**config.mk**
```make
export PLATFORM = sky130hd
export DESIGN_NAME = mealy_stim_sequencer
export DESIGN_NICKNAME = d
export VERILOG_FILES = /design/src/rtl/mealy_stim_sequencer.sv
export SDC_FILE = /design/constraint.sdc
export NUM_CORES = 1
export LEC_CHECK = 0
export ABC_AREA = 1
export CAP_MARGIN = 20
export CORE_ASPECT_RATIO = 1.1
export CORE_MARGIN = 10
export CORE_UTILIZATION = 38
export CTS_CLUSTER_DIAMETER = 60
export DETAILED_ROUTE_END_ITERATION = 8
export HOLD_SLACK_MARGIN = 0.02
export PLACE_DENSITY_LB_ADDON = 0.3
export SETUP_SLACK_MARGIN = 0.02
export SLEW_MARGIN = 40
export SYNTH_ARGS = -nofsm -noshare
export SYNTH_HDL_FRONTEND = slang
export SYNTH_SLANG_ARGS = --single-unit
```
**constraint.sdc**
```tcl
create_clock -name clk -period 1.2 [get_ports clk]
set_input_delay 0.24 -clock clk [delete_from_list [all_inputs] [get_ports clk]]
set_output_delay 0.24 -clock clk [all_outputs]
set_load 0.03 [all_outputs]
```
**src/rtl/mealy_stim_sequencer.sv**
```systemverilog
// Input conditioning and stimulus source for the Mealy sequence-detector FSM:
// synchronised/debounced buttons and switch, plus an LSB-first pattern shifter.
module mealy_stim_sequencer #(
  parameter int SYNC_STAGES     = 2,
  parameter int DEBOUNCE_CYCLES = 16,
  parameter int PAT_W           = 8,
  localparam int IDX_W          = (PAT_W > 1) ? $clog2(PAT_W) : 1
) (
  input  logic             clk,
  input  logic             rst_n,
  input  logic             btn_step,
  input  logic             btn_load,
  input  logic             sw_x,
  input  logic             mode,
  input  logic [PAT_W-1:0] pat_in,
  output logic             x_out,
  output logic             step_pulse,
  output logic [IDX_W-1:0] bit_idx,
  output logic             busy,
  output logic             done
);

  localparam int CNT_W = (DEBOUNCE_CYCLES > 1) ? $clog2(DEBOUNCE_CYCLES) : 1;
  localparam logic [IDX_W-1:0] LAST_IDX = IDX_W'(PAT_W - 1);

  typedef enum logic [0:0] {
    ST_IDLE  = 1'b0,
    ST_SHIFT = 1'b1
  } state_t;

  // Channel order: 0 = step button, 1 = load button, 2 = manual x switch
  logic [2:0] w_raw;
  logic [2:0] w_deb;
  logic [2:0] r_deb_q;
  logic       r_step_req;
  logic       r_load_req;

  state_t           r_state;
  logic [PAT_W-1:0] r_shreg;
  logic [IDX_W-1:0] r_idx;
  logic             r_busy;
  logic             r_done;
  logic             r_step_pulse;
  logic             r_x_out;

  assign w_raw = {sw_x, btn_load, btn_step};

  genvar g;
  generate
    for (g = 0; g < 3; g++) begin : g_in
      logic [SYNC_STAGES-1:0] r_sync;
      logic [CNT_W-1:0]       r_cnt;
      logic                   r_deb;

      // Synchronise the raw input, then accept a new level only after it has
      // differed from the debounced level for DEBOUNCE_CYCLES samples in a row.
      always_ff @(posedge clk) begin
        if (!rst_n) begin
          r_sync <= '0;
          r_cnt  <= '0;
          r_deb  <= 1'b0;
        end else begin
          r_sync <= {r_sync[SYNC_STAGES-2:0], w_raw[g]};
          if (r_sync[SYNC_STAGES-1] == r_deb) begin
            r_cnt <= '0;
          end else if (r_cnt == CNT_W'(DEBOUNCE_CYCLES - 1)) begin
            r_deb <= ~r_deb;
            r_cnt <= '0;
          end else begin
            r_cnt <= r_cnt + CNT_W'(1);
          end
        end
      end

      assign w_deb[g] = r_deb;
    end
  endgenerate

  // Rising-edge detect on the debounced buttons; each press yields one request.
  always_ff @(posedge clk) begin
    if (!rst_n) begin
      r_deb_q    <= 3'b000;
      r_step_req <= 1'b0;
      r_load_req <= 1'b0;
    end else begin
      r_deb_q    <= w_deb;
      r_step_req <= w_deb[0] & ~r_deb_q[0];
      r_load_req <= w_deb[1] & ~r_deb_q[1];
    end
  end

  // Pattern control FSM; the shift happens on the edge that ends the pulse
  // cycle, so x_out holds the bit being consumed for the whole pulse.
  always_ff @(posedge clk) begin
    if (!rst_n) begin
      r_state      <= ST_IDLE;
      r_shreg      <= '0;
      r_idx        <= '0;
      r_busy       <= 1'b0;
      r_done       <= 1'b0;
      r_step_pulse <= 1'b0;
      r_x_out      <= 1'b0;
    end else begin
      r_step_pulse <= r_step_req & ~r_load_req & (~mode | r_busy);
      r_x_out      <= mode ? r_shreg[0] : w_deb[2];
      if (r_load_req) begin
        r_state <= ST_SHIFT;
        r_shreg <= pat_in;
        r_idx   <= '0;
        r_busy  <= 1'b1;
        r_done  <= 1'b0;
      end else begin
        case (r_state)
          ST_IDLE: begin
            r_busy <= 1'b0;
          end
          ST_SHIFT: begin
            if (r_step_pulse && mode) begin
              r_shreg <= r_shreg >> 1;
              if (r_idx == LAST_IDX) begin
                r_idx   <= '0;
                r_busy  <= 1'b0;
                r_done  <= 1'b1;
                r_state <= ST_IDLE;
              end else begin
                r_idx <= r_idx + IDX_W'(1);
              end
            end else begin
              r_busy <= 1'b1;
            end
          end
          default: begin
            r_state <= ST_IDLE;
            r_busy  <= 1'b0;
          end
        endcase
      end
    end
  end

  assign x_out      = r_x_out;
  assign step_pulse = r_step_pulse;
  assign bit_idx    = r_idx;
  assign busy       = r_busy;
  assign done       = r_done;

endmodule

```
Yosys cells after proc, flatten, opt, wreduce, memory -nomap -nowiden
Cells that the tools add are included.

word-level totals
  bits in registers = 41
  input port bits = 14
  output and inout bits = 7

operators by class
  $add $sub $neg = 4
  equality and inequality tests = 8
  muxes and demuxes = 13
  bitwise logic cells = 17
  reductions and logical operators = 13

operator list
  operator                                                                 count
  8-bit two-way mux                                                        3
  4-bit by 1-bit adder with 4-bit output, second input constant            3
  4-bit == test, second input constant                                     3
  1-bit NOT                                                                12
  2-bit AND reduction                                                      5
  3-bit OR reduction                                                       3
  1-bit two-way mux                                                        8
  1-bit bitwise AND                                                        4
  4-bit by 3-bit inequality test with 1-bit output, second input constant  1
  2-bit nonzero test                                                       2
  3-bit by 1-bit adder with 3-bit output, second input constant            1
  1-bit == test                                                            3
  3-bit == test, second input constant                                     1
  3-bit two-way mux                                                        1
  3-bit AND reduction                                                      1
  1-bit one-hot mux with 2 select lines                                    1
  2-bit OR reduction                                                       1
  1-bit logical AND                                                        1
  1-bit bitwise OR                                                         1

Longest topological paths before layout
  depth after elaboration = 5
  mapped depth = 7

Worst setup path after synthesis
No wires, ideal clock.

  path kind = register to register
  from = register r_idx[0], in the netlist bit_idx[0]
  to = register r_state
  setup time = 0.115 ns
  arrival = 1.127 ns
  required time = 1.085 ns
  setup slack = -0.043 ns
  cell stages (with the launch flop) = 6
  buffers on the path = 0
  cells stage by stage = dfxtp_1 ha_1 ha_1 nor2_1 o21ai_0 inv_1

on the way
  word-level cells in the longest chain between the ends = 5

ends and longest elaborated chain
  element                 RTL line  text
  from (decl)             40        logic [IDX_W-1:0] r_idx;
  from (signal assigned)  126       r_idx <= r_idx + IDX_W'(1);
  3-bit == test           120       if (r_idx == LAST_IDX) begin
  1-bit two-way mux       120
  1-bit two-way mux       118       if (r_step_pulse && mode) begin
  1-bit two-way mux       113       case (r_state)
  1-bit two-way mux       106       if (r_load_req) begin
  to (signal assigned)    107       r_state <= ST_SHIFT;
  to (signal assigned)    124       r_state <= ST_IDLE;
  to (signal assigned)    133       r_state <= ST_IDLE;
  to (decl)               38        state_t r_state;

Every way passes these cells.
A chain may end at the register's enable or synchronous reset.

Worst setup path in the final report
  from = register r_idx[2], in the netlist bit_idx[2]
  to = output port bit_idx[2]

RTL lines
  element    RTL line  text
  to (decl)  18        output logic [IDX_W-1:0] bit_idx,

No word-level cell between the ends.

==> flow_summary.json <==
{
  "grt_pass1_vias": 1240,
  "crit_fanout": 3,
  "routedWlPerCell_um": 9.312,
  "seq_area_sq_um": 825.8,
  "timing.final.crit_period_ps": 1130,
  "synth_top_area_share_pct": 51.74,
  "n_fill_cell": 389,
  "clock.fmax_mhz": 884.9,
  "nets": 258,
  "slowest_delay_ps": 410,
  "avgSynthCellArea_sq_um": 7.555,
  "crit_chain": "buf_4",
  "status": "finished clean",
  "critPathTopFamily": "flip-flops",
  "yosysMostFrequentCell": "nand2_1",
  "worstPathArrival_ps": 890,
  "stdcell_count": 292,
  "place_congestion": 0.7694,
  "antenna_found_initial": 0,
  "drv_slew": 0,
  "fp.dieArea_sq_um": 7162,
  "setup_tns_ps": 0,
  "async_flop_share_pct": 0,
  "ys_types": 17,
  "worst_pin_slew_ps": 206.0,
  "p_sw_mw": 0.5155,
  "die_y_um": 87.77,
  "grtUsageTotal_pct": 8.585,
  "cts_made_buffers": 5,
  "swShare_pct": 19.98,
  "cts_num_sinks": 41,
  "post_dp_cell_area_sq_um": 1856,
  "grt_setup_unrepaired": "false",
  "yosys.area.top_type": "dfxtp_1",
  "crit_required_ps": 960,
  "cpMaxStageDelayCell": "dfxtp_1",
  "ir_worst_vdd_mv": 0.8339,
  "max-slew-margin-rel_pct": 86.23,
  "pwr-share-seq_pct": 53.7,
  "clockBufferDepth": 2,
  "grt.overflow.total": 0,
  "syn-instance-count": 210,
  "syn-cell-area_sq_um": 1587,
  "grt_max_degree": 19,
  "grt_pass1_wl_mm": 4.947,
  "start_util_pct": 39.72,
  "drt-initial-drc-count": 34,
  "firstDrtPassIters": 3,
  "synthTopCellsByArea": "dfxtp_1 52%, nand2_1 14%, nor2_1 8.5%",
  "avgViaCountPerCell": 4.288,
  "yosys-top-cells-count": "60 x nand2_1, 41 x dfxtp_1, 36 x nor2_1",
  "yosysWarnings": 0,
  "multi_input_area_sq_um": 656.9,
  "fin_skew_ps": 7.427,
  "worstSetupStartpointType": "flip-flop",
  "layout-drive-gt1-share_pct": 12.50,
  "clkLatencyLatePin_ps": 290,
  "total_power_mw": 2.580,
  "comb_power_share_pct": 4.5,
  "root_buffer": "clkbuf_8",
  "cts_setup_buffers": 0,
  "worst-setup-path-type": "reg -> out",
  "leakage_nw": 0.9379,
  "power_density_nw_per_um2": 1298,
  "clockPowerShare_pct": 41.8,
  "dp_cells": 284,
  "finalSetupViolCount": 0,
  "ys_ff_latch": 41,
  "syn_to_final_growth_pct": 25.24,
  "final_util_pct": 49.75,
  "coreArea_sq_um": 3994,
  "p_int_mw": 2.064,
  "detail-route-antenna-nets": 0,
  "post-dp-hpwl_mm": 1.984,
  "worstSetupEndpointType": "primary output",
  "synth_ff_type": "dfxtp_1",
  "ios": 21,
  "ys_seq_area_share_pct": 51.74,
  "cts.clk_slew.worst_paths_ps": 80,
  "hold_path.class": "reg -> reg",
  "drv_cap": 0,
  "vias": 1252,
  "diodes": 0,
  "syn_nets": 229,
  "final.period_utilization_pct": 94.17,
  "io_buffers": 20,
  "hold_viol": 0,
  "synth_edf_count": 0,
  "h-tree-depth": 2,
  "crit_buf_inv": 1,
  "cts_tree": "built",
  "rows": 24,
  "die_w_um": 81.61,
  "design_area_sq_um": 1987,
  "finalWirelength_mm": 2.719,
  "drc": 0
}
path summary, 6_finish.rpt:
| path | depth (start not counted) | start | slack, ps | to |
|---|---|---|---|---|
| max reg2reg | 7 | bit_idx[0]$_SDFFE_PP0P_ | 120 | busy$_SDFFE_PN0P_ |
| min | 1 | r_deb_q[0]$_SDFF_PN0_ | 390 | r_step_req$_SDFF_PN0_ |
| min reg2reg | 1 | r_deb_q[0]$_SDFF_PN0_ | 390 | r_step_req$_SDFF_PN0_ |
| max | 1 | bit_idx[2]$_SDFFE_PP0P_ | 70 | bit_idx[2] |
power by group through the flow:
stage | registers (mW) | logic, mW | clock network, mW
after floorplan | 1.42 | 0.0418 | 0
after global placement | 1.42 | 0.115 | 0
after detailed placement | 1.42 | 0.115 | 0
after CTS | 1.39 | 0.117 | 1.13
after global routing | 1.39 | 0.133 | 1.17
final | 1.39 | 0.116 | 1.08
per-layer routing:
layer	wire [um]	up-vias	global-route usage (%)	part of all wire (%)
li1	-	701	-	-
met1	1292	526	9.459	48
met2	1174	20	13.59	43
met3	198	5	4.406	7.3
met4	53	0	3.715	1.9
met5	0	-	0	0
cell usage in the layout (no fill, tap or decap), drive strengths merged, types with 3 or more instances in the layout:
master and count:
o21ai 3, nand2 60, ha 5, clkbuf 6, dfxtp 41, a21oi 13
nand3 18, inv 24, nor2 37, xnor2 3, clkdlybuf4s50 13, buf 14
through the flow:
step                hold slack [ps]  setup slack (ps)
floorplan                     337.6             68.47
global placement              371.9            -137.0
detailed placement            382.9            -135.0
CTS                           394.0             55.19
global route                  411.1             27.00
finish                        388.7             69.92
repair_timing:
| action | in CTS | in global routing |
|---|---|---|
| gates resized for setup | 0 | 5 |
| hold buffers | 0 | 0 |
| endpoints found under the hold margin | 0 | 0 |
| endpoints found under the setup margin | 0 | 3 |
state kept, by name, indices dropped and copies added (netlist names):
register and flops:
r_shreg 8, done 1, r_step_req 1, x_out 1
r_load_req 1, r_deb_q 2, busy 1, step_pulse 1
bit_idx 3, r_state 1, g_in.r_sync 6, g_in.r_cnt 12
g_in.r_deb 3
logic make-up after synthesis:
logic type / count (synthesis) / synth area share (%)
fa+ha+maj: 5 / 3.943
xor+xnor: 4 / 2.209
compound gates: 16 / 5.047
buf+inv: 29 / 7.965
flops: 41 / 51.74
simple gates: 115 / 29.10
cell type report:
| cell class | count | area share (%) |
|---|---|---|
| Timing Repair Buffer | 27 | 11.84 |
| Clock buffer | 6 | 3.652 |
| Multi-Input combinational cell | 140 | 33.06 |
| Inverter | 24 | 4.660 |
| Tap cell | 52 | 3.275 |
| Clock inverter | 2 | 1.952 |
| Sequential cell | 41 | 41.56 |
Note: power is estimated with default switching activity, not from simulation.
